$ cat src/rtl/tff_chain_seq_pkg.sv
// Shared types and defaults for the cascaded T-flip-flop chain sequencer.
package tff_chain_seq_pkg;

    localparam int STAGES_DEF = 2;
    localparam int LEN_W_DEF  = 8;

    typedef enum logic [1:0] {
        IDLE = 2'd0,
        RUN  = 2'd1,
        DONE = 2'd2
    } state_t;

endpackage

$ cat src/rtl/tff_chain_seq_if.sv
// Command and result handshakes of the chain sequencer; master drives commands
// and accepts results, slave is the sequencer itself.
interface tff_chain_seq_if
    import tff_chain_seq_pkg::*;
#(
    parameter int STAGES = STAGES_DEF,
    parameter int LEN_W  = LEN_W_DEF
);

    logic              cmd_valid;
    logic              cmd_ready;
    logic [LEN_W-1:0]  cmd_len;
    logic              cmd_data;
    logic              cmd_clr;
    logic              abort;
    logic              res_valid;
    logic              res_ready;
    logic [STAGES-1:0] res_q;
    logic              res_abort;
    logic              busy;

    modport master (
        output cmd_valid, cmd_len, cmd_data, cmd_clr, abort, res_ready,
        input  cmd_ready, res_valid, res_q, res_abort, busy
    );

    modport slave (
        input  cmd_valid, cmd_len, cmd_data, cmd_clr, abort, res_ready,
        output cmd_ready, res_valid, res_q, res_abort, busy
    );

endinterface

$ cat src/rtl/tff_stage.sv
// Single T flip-flop with synchronous clear taking priority over the enabled toggle.
module tff_stage (
    input  logic clk,
    input  logic rst,
    input  logic en,
    input  logic clr,
    input  logic t,
    output logic q
);

    always_ff @(posedge clk or negedge rst) begin
        if (!rst) begin
            q <= 1'b0;
        end else if (clr) begin
            q <= 1'b0;
        end else if (en) begin
            q <= q ^ t;
        end
    end

endmodule

$ cat src/rtl/tff_chain_seq.sv
// Sequencer that clocks an N-stage cascaded T-flip-flop chain for a commanded
// number of cycles and hands back the resulting chain snapshot.
module tff_chain_seq
    import tff_chain_seq_pkg::*;
#(
    parameter int STAGES = STAGES_DEF,
    parameter int LEN_W  = LEN_W_DEF
) (
    input  logic           clk,
    input  logic           rst,
    tff_chain_seq_if.slave bus
);

    state_t            state;
    state_t            state_nxt;
    logic [LEN_W-1:0]  remaining;
    logic              data_q;
    logic              abort_q;
    logic [STAGES-1:0] chain;
    logic [STAGES-1:0] stage_t;
    logic              accept;
    logic              advance;
    logic              chain_clr;
    logic              done_ack;

    assign accept    = bus.cmd_valid && (state == IDLE);
    assign advance   = (state == RUN) && !bus.abort;
    assign chain_clr = accept && bus.cmd_clr;
    assign done_ack  = (state == DONE) && bus.res_ready;

    always_ff @(posedge clk or negedge rst) begin
        if (!rst) begin
            state <= IDLE;
        end else begin
            state <= state_nxt;
        end
    end

    // An abort on the last run cycle still leaves via the abort path, so no advance happens.
    always_comb begin
        state_nxt = state;
        case (state)
            IDLE: begin
                if (accept) begin
                    state_nxt = (bus.cmd_len == '0) ? DONE : RUN;
                end
            end
            RUN: begin
                if (bus.abort || (remaining == LEN_W'(1))) begin
                    state_nxt = DONE;
                end
            end
            DONE: begin
                if (bus.res_ready) begin
                    state_nxt = IDLE;
                end
            end
            default: state_nxt = IDLE;
        endcase
    end

    always_ff @(posedge clk or negedge rst) begin
        if (!rst) begin
            remaining <= '0;
            data_q    <= 1'b0;
            abort_q   <= 1'b0;
        end else begin
            if (accept) begin
                remaining <= bus.cmd_len;
                data_q    <= bus.cmd_data;
            end else if (advance) begin
                remaining <= remaining - 1'b1;
            end

            if ((state == RUN) && bus.abort) begin
                abort_q <= 1'b1;
            end else if (done_ack) begin
                abort_q <= 1'b0;
            end
        end
    end

    assign stage_t[0] = data_q;
    if (STAGES > 1) begin : g_cascade
        assign stage_t[STAGES-1:1] = chain[STAGES-2:0];
    end

    for (genvar k = 0; k < STAGES; k++) begin : g_stage
        tff_stage u_stage (
            .clk (clk),
            .rst (rst),
            .en  (advance),
            .clr (chain_clr),
            .t   (stage_t[k]),
            .q   (chain[k])
        );
    end

    assign bus.cmd_ready = (state == IDLE);
    assign bus.res_valid = (state == DONE);
    assign bus.res_q     = chain;
    assign bus.res_abort = abort_q;
    assign bus.busy      = (state != IDLE);

endmodule

$ cat src/flat_wrapper.sv
// flat-port wrapper written by rule: the top's interface ports become plain ports
module tff_chain_seq_flat import tff_chain_seq_pkg::*;
#(
    parameter int STAGES = STAGES_DEF,
    parameter int LEN_W  = LEN_W_DEF
)
  (clk, rst, bus_cmd_valid, bus_cmd_len, bus_cmd_data, bus_cmd_clr, bus_abort, bus_res_ready, bus_cmd_ready, bus_res_valid, bus_res_q, bus_res_abort, bus_busy);
  tff_chain_seq_if #(.STAGES(STAGES), .LEN_W(LEN_W)) bus_i ();
  input  logic clk;
  input  logic rst;
  input wire logic [$bits(bus_i.cmd_valid)-1:0] bus_cmd_valid;
  input wire logic [$bits(bus_i.cmd_len)-1:0] bus_cmd_len;
  input wire logic [$bits(bus_i.cmd_data)-1:0] bus_cmd_data;
  input wire logic [$bits(bus_i.cmd_clr)-1:0] bus_cmd_clr;
  input wire logic [$bits(bus_i.abort)-1:0] bus_abort;
  input wire logic [$bits(bus_i.res_ready)-1:0] bus_res_ready;
  output wire logic [$bits(bus_i.cmd_ready)-1:0] bus_cmd_ready;
  output wire logic [$bits(bus_i.res_valid)-1:0] bus_res_valid;
  output wire logic [$bits(bus_i.res_q)-1:0] bus_res_q;
  output wire logic [$bits(bus_i.res_abort)-1:0] bus_res_abort;
  output wire logic [$bits(bus_i.busy)-1:0] bus_busy;
  assign bus_i.cmd_valid = bus_cmd_valid;
  assign bus_i.cmd_len = bus_cmd_len;
  assign bus_i.cmd_data = bus_cmd_data;
  assign bus_i.cmd_clr = bus_cmd_clr;
  assign bus_i.abort = bus_abort;
  assign bus_i.res_ready = bus_res_ready;
  assign bus_cmd_ready = bus_i.cmd_ready;
  assign bus_res_valid = bus_i.res_valid;
  assign bus_res_q = bus_i.res_q;
  assign bus_res_abort = bus_i.res_abort;
  assign bus_busy = bus_i.busy;
  tff_chain_seq #(.STAGES(STAGES), .LEN_W(LEN_W)) u_core (.clk(clk), .rst(rst), .bus(bus_i));
endmodule
$ cat config.mk
export PLATFORM = sky130hd
export DESIGN_NAME = tff_chain_seq_flat
export DESIGN_NICKNAME = d
export VERILOG_FILES = /design/src/rtl/tff_chain_seq_pkg.sv /design/src/rtl/tff_chain_seq_if.sv /design/src/rtl/tff_stage.sv /design/src/rtl/tff_chain_seq.sv /design/src/flat_wrapper.sv
export SDC_FILE = /design/constraint.sdc
export NUM_CORES = 1
export LEC_CHECK = 0
export ABC_AREA = 1
export ABC_CLOCK_PERIOD_IN_PS = 1300
export CORE_ASPECT_RATIO = 0.8
export CORE_MARGIN = 2
export CORE_UTILIZATION = 48
export DETAILED_ROUTE_END_ITERATION = 16
export MAX_ROUTING_LAYER = met4
export PLACE_DENSITY_LB_ADDON = 0.05
export SYNTH_ARGS = -nofsm -noshare
export SYNTH_HDL_FRONTEND = slang
export SYNTH_HIERARCHICAL = 1
export SYNTH_SLANG_ARGS = --single-unit
$ cat constraint.sdc
create_clock -name clk -period 1.3 [get_ports clk]
set_input_delay 0.39 -clock clk [delete_from_list [all_inputs] [get_ports clk]]
set_output_delay 0.39 -clock clk [all_outputs]
set_load 0.02 [all_outputs]
# Word level (Yosys, flattened, before mapping)
# Index checks and enable logic that the tools add are counted.
[classes] n_reduce_logical=14 n_mux=13 n_eq_ne=6 add_sub_neg=1 bitwise=2
[ops] op="2-to-1 mux 8 bit" count=2
[ops] op="equality test 8 x 1 -> 1 bit (second input constant)" count=1
[ops] op="zero test 8 bit" count=1
[ops] op="2-to-1 mux 2 bit" count=4
[ops] op="nonzero test 2 bit" count=4
[ops] op="subtractor 8 x 1 -> 8 bit (second input constant)" count=1
[ops] op="2-to-1 mux 1 bit" count=6
[ops] op="one-hot mux 2 bit (3 select lines)" count=1
[ops] op="logical AND 1 bit" count=5
[ops] op="inequality test 2 x 1 -> 1 bit (second input constant)" count=2
[ops] op="AND reduction 3 bit" count=1
[ops] op="equality test 2 x 1 -> 1 bit (second input constant)" count=1
[ops] op="equality test 2 bit (second input constant)" count=1
[ops] op="zero test 2 bit" count=1
[ops] op="inequality test 2 bit (second input constant)" count=1
[ops] op="bitwise XOR 1 bit" count=2
[ops] op="zero test 1 bit" count=1
[ops] op="logical OR 1 bit" count=1
[totals] out_inout_bits=6 wordCells=42 input_bits=15 ff_bits=14

# Logic depth before layout (Yosys ltp)
[logic_depth] ltp_word=4 ltp_mapped=9 ltp_nobuf=9

# Cells and area by module
# The synthesis kept the hierarchy.
[by_module_without_submodules] mod="tff_chain_seq" instances=1 area_each_um2=782.0 seq_area_each_um2=300.3 cells_each=104
[by_module_without_submodules] mod="tff_stage" instances=2 area_each_um2=46.3 seq_area_each_um2=25.0 cells_each=6

# Least setup slack after synthesis
# No wires, ideal clock.
[synth_path] path_type="register to register" from="register u_core.state[0]" to="register u_core.state[0]" setup_time_ns=0.121 period_less_slack_ns=1.234 arrival_ns=1.113 path_stages_with_launch=6 t_required_ns=1.179 slack_ns=0.066 path_buffers=0 path_cell_list="dfrtp_1 -> nor2_4 -> inv_2 -> or2_1 -> nand4_1 -> nand2_1"
[synth_between] elab_chain_cells=4 elab_cells_between_ends=9 cone_classes="5 x eq/ne; 1 x mux; 3 x reduce/logical"
[synth_rtl] element="from (decl)" line="tff_chain_seq.sv:14" source="state_t state;"
[synth_rtl] element="from (signal assigned)" line="tff_chain_seq.sv:35" source="state <= state_nxt;"
[synth_rtl] element="zero test 2 bit (*)"
[synth_rtl] element="net bus_cmd_ready" line="flat_wrapper.sv:17" source="output wire logic [$bits(bus_i.cmd_ready)-1:0] bus_cmd_ready;"
[synth_rtl] element="logical AND 1 bit" line="tff_chain_seq.sv:26" source="assign accept = bus.cmd_valid && (state == IDLE);"
[synth_rtl] element="inequality test 2 x 1 -> 1 bit (no line)"
[synth_rtl] element="AND reduction 3 bit (no line)"
# The timed path passes the listed nets; every way through them passes the cells marked *.
# A chain may end at the register's enable or synchronous reset.

# Final worst setup path
[layout_path] from="register u_core.state[1]" to="output bus_res_valid"
[layout_between] elab_chain_cells=1
[layout_rtl] element="equality test 2 bit" line="tff_chain_seq.sv:100" source="assign bus.res_valid = (state == DONE);"
[layout_rtl] element="to (decl)" line="flat_wrapper.sv:18" source="output wire logic [$bits(bus_i.res_valid)-1:0] bus_res_valid;"
# No other way between the ends.

==> results.md <==
- TritonRoute pass-1 iters: 4
- Cell count after synthesis: approximately 120
- Crit-path cells: inv_1 -> nor2_2 -> buf_6
- I/O pin count: 21
- Hold slack: 399 ps
- Vias per cell: between 4 and 5
- Layout Skew: around 1.5 ps
- Leakage Power: between 0.6 and 0.7 nW
- TNS Setup: -1120 ps
- Die outline area: 2180 sq um
- Clock insertion delay at the later pin of the skew report: about 290 ps
- Ys Warns: 6
- Area Overhead vs Synth: 48.2%
- CP Launch Type: flip-flop
- Outcome: complete, but fails checks
- Syn_area_per_cell: 7.54 sq um
- Final setup margin: -172 ps
- Drc violations: 0
- RSZ-0062 raised after global routing: true
- Max cap viols: 0
- Antenna violations before repair: 0
- Clock root buffer: clkbuf_4
- Row count: 13
- Vias in the first global route: roughly 740
- Tcrit/Tclk final: 1.13
- Die Ht: 42.2 um
- First-pass GRT wire length: around 3300 um
- Class of the most critical hold timing path: primary input to asynchronous set/reset pin
- Crit Path Class: flip-flop to output port
- Slowest cell delay on critical path: approximately 420 ps
- WL/cell: about 12 um
- #FFs+latches synth: 14
- Worst EP required: a little over 900 ps
- Antenna viol nets, final: 0
- CTS max path bufs: 2
- Achievable Freq: slightly below 700 MHz
- M3 GR Usage: 0.0750
- Placed insts: between 150 and 200
- Final wirelength: 2170 um
- Clock sink count: 14
- Largest fanout on the critical path: 3
- Failing checks: setup timing
- Nets@finish: roughly 170
- CTS Buf Count: 3
- Die width: 51.7 um
- Setup crit end kind: output port
- Initial DRC Count: 21
- CTS H-tree lvls: 1
- ANT cells: 0
- Tightest Pin Transition: about 190 ps
- Post-synth cell types: 23
- Final instance area: approximately 1300 sq um
- All-Layer GR Usage: 0.212
- Global route overflow: 0
- Final Non-Filler Cells: ~180
- Fin. Hold Viols: 0
- Met1 usage: 0.270
- Final-report setup violation count: 12
- Hold buffer count at cts: 0
- Core area: 1680 sq um
- DR vias: around 900
- Most used routing layer: met2
- Max VDD drop: about 1300 uV
- Starting Density: 0.522
- Minimum clock period: ~1500 ps
- Pin count of the biggest net entering global routing: 15
- TritonCTS clock tree: done
- Post-DP Area: approximately 1200 sq um
- Port buffer count: 20
- Power density over the cells: roughly 2300 nW/um^2
- Register area share after synthesis: 0.401
- Slew Limit Fails: 0
- Worst-path clk slew: about 90 ps
- Post-Syn Area: roughly 870 sq um
- GRT met2 Usage: 0.333
- Mapped Nets: between 100 and 150
- Share of cells above drive strength 1: 0.275
- Routability cong.: ~0.86
- Critical Path AT: 1080 ps
- CP max stage cell: dfrtp_1
- Slew margin rel.: 0.874
- Detailed placement HPWL: 1460 um
[layout by cell type, fill, tap and decap left out, types with 2 or more instances in the layout]
cell / Yosys / routed
ha_1: 2 / 2
buf_6: 0 / 5
nand4_1: 2 / 2
inv_1: 14 / 14
buf_4: 0 / 9
inv_4: 2 / 3
nor2_1: 16 / 15
buf_2: 0 / 3
xnor2_1: 2 / 2
xor2_1: 4 / 4
clkbuf_4: 0 / 3
a21oi_1: 3 / 2
nand3_1: 6 / 5
inv_2: 3 / 2
nand2_1: 32 / 32
nor2_4: 2 / 2
nand2_4: 3 / 2
clkdlybuf4s50_1: 0 / 14
dfrtp_1: 14 / 13
[routing by layer]
layer  vias to the layer above  routed length (um)
met1                       400                 988
met5                         -                   0
met2                        27                1040
li1                        443                   -
met3                         4                 113
met4                         0                  22
[metrics by stage]
step	power [mW]	setup WS (ps)	utilization
finish	2.95	-172	0.774
global route	3.16	-224	0.774
CTS	2.71	-171	0.721
detailed placement	2.36	-343	0.698
global placement	2.33	-301	0.698
floorplan	1.80	66.3	-
[cell usage after synthesis (all sizes together)]
master | number | area share
a22o | 1 | 0.010
xor2 | 4 | 0.040
nor2 | 18 | 0.094
nand3 | 6 | 0.034
nand2 | 36 | 0.18
a21oi | 3 | 0.017
o211ai | 1 | 0.0086
o22ai | 1 | 0.0072
inv | 19 | 0.087
dfrtp | 14 | 0.40
o221ai | 2 | 0.020
ha | 2 | 0.029
or2 | 1 | 0.0072
o21ai | 4 | 0.027
xnor2 | 2 | 0.020
nand4 | 2 | 0.014
[sequential cells by signal (all words and copies together) (netlist names)]
signal / cells
u_core/remaining: 8
u_core/g_stage.u_stage/q: 2
u_core/state: 2
u_core/bus.res_abort: 1
u_core/data_q: 1
[power by group]
part           total [mW]  internal (mW)  switching [mW]
combinational        1.79          0.809           0.980
clock               0.325          0.171           0.154
sequential          0.833          0.648           0.185
[cell type report]
class | count | area, sq um
flip-flops and latches | 14 | 352
clock buffers | 4 | 36.3
inverters | 19 | 83.8
multi-input cells | 83 | 492
repair buffers | 32 | 299
well taps | 22 | 27.5
fillers | 121 | 379
repair inverters | 1 | 6.26
[final timing paths]
| path | startpoint | to | slack [ps] | depth (start not counted) |
|---|---|---|---|---|
| worst max-delay path | u_core/state[1] | bus_res_valid | -170 | 3 |
| max in group asynchronous | rst | u_core/state[0] | 710 | 2 |
| min in group clk | u_core/bus.res_abort | u_core/bus.res_abort | 500 | 1 |
| worst max register to register | u_core/state[0] | u_core/remaining[0] | -130 | 9 |
| worst min-delay path | rst | u_core/remaining[4] | 400 | 2 |
| worst min register to register | u_core/bus.res_abort | u_core/bus.res_abort | 500 | 1 |
[cell families (layout without fill, tap and decap cells)]
family,count (synthesis),count (layout),share of synthesized area
AO/OA/AOI/OAI,12,12,0.0901
flip-flops,14,14,0.401
adder cells (fa/ha/maj),2,2,0.0286
AND/OR/NAND/NOR,63,63,0.333
XOR/XNOR,6,6,0.0601
buffers and inverters,19,56,0.0873
[critical path, delay by kind of cell (launching register included)]
family,cells,cell delay (ps)
buf+inv,2,230
flops,1,420
simple gates,1,140
[what timing repair did]
action / 4_1_cts / 5_1_grt
setup endpoints to repair: 6 / 15
hold endpoints to repair: 0 / 0
setup buffers: 2 / 2
gates cloned: 0 / 1
resized for setup: 31 / 14
pin swaps: 2 / 9
(Power assumes the default switching activity.)
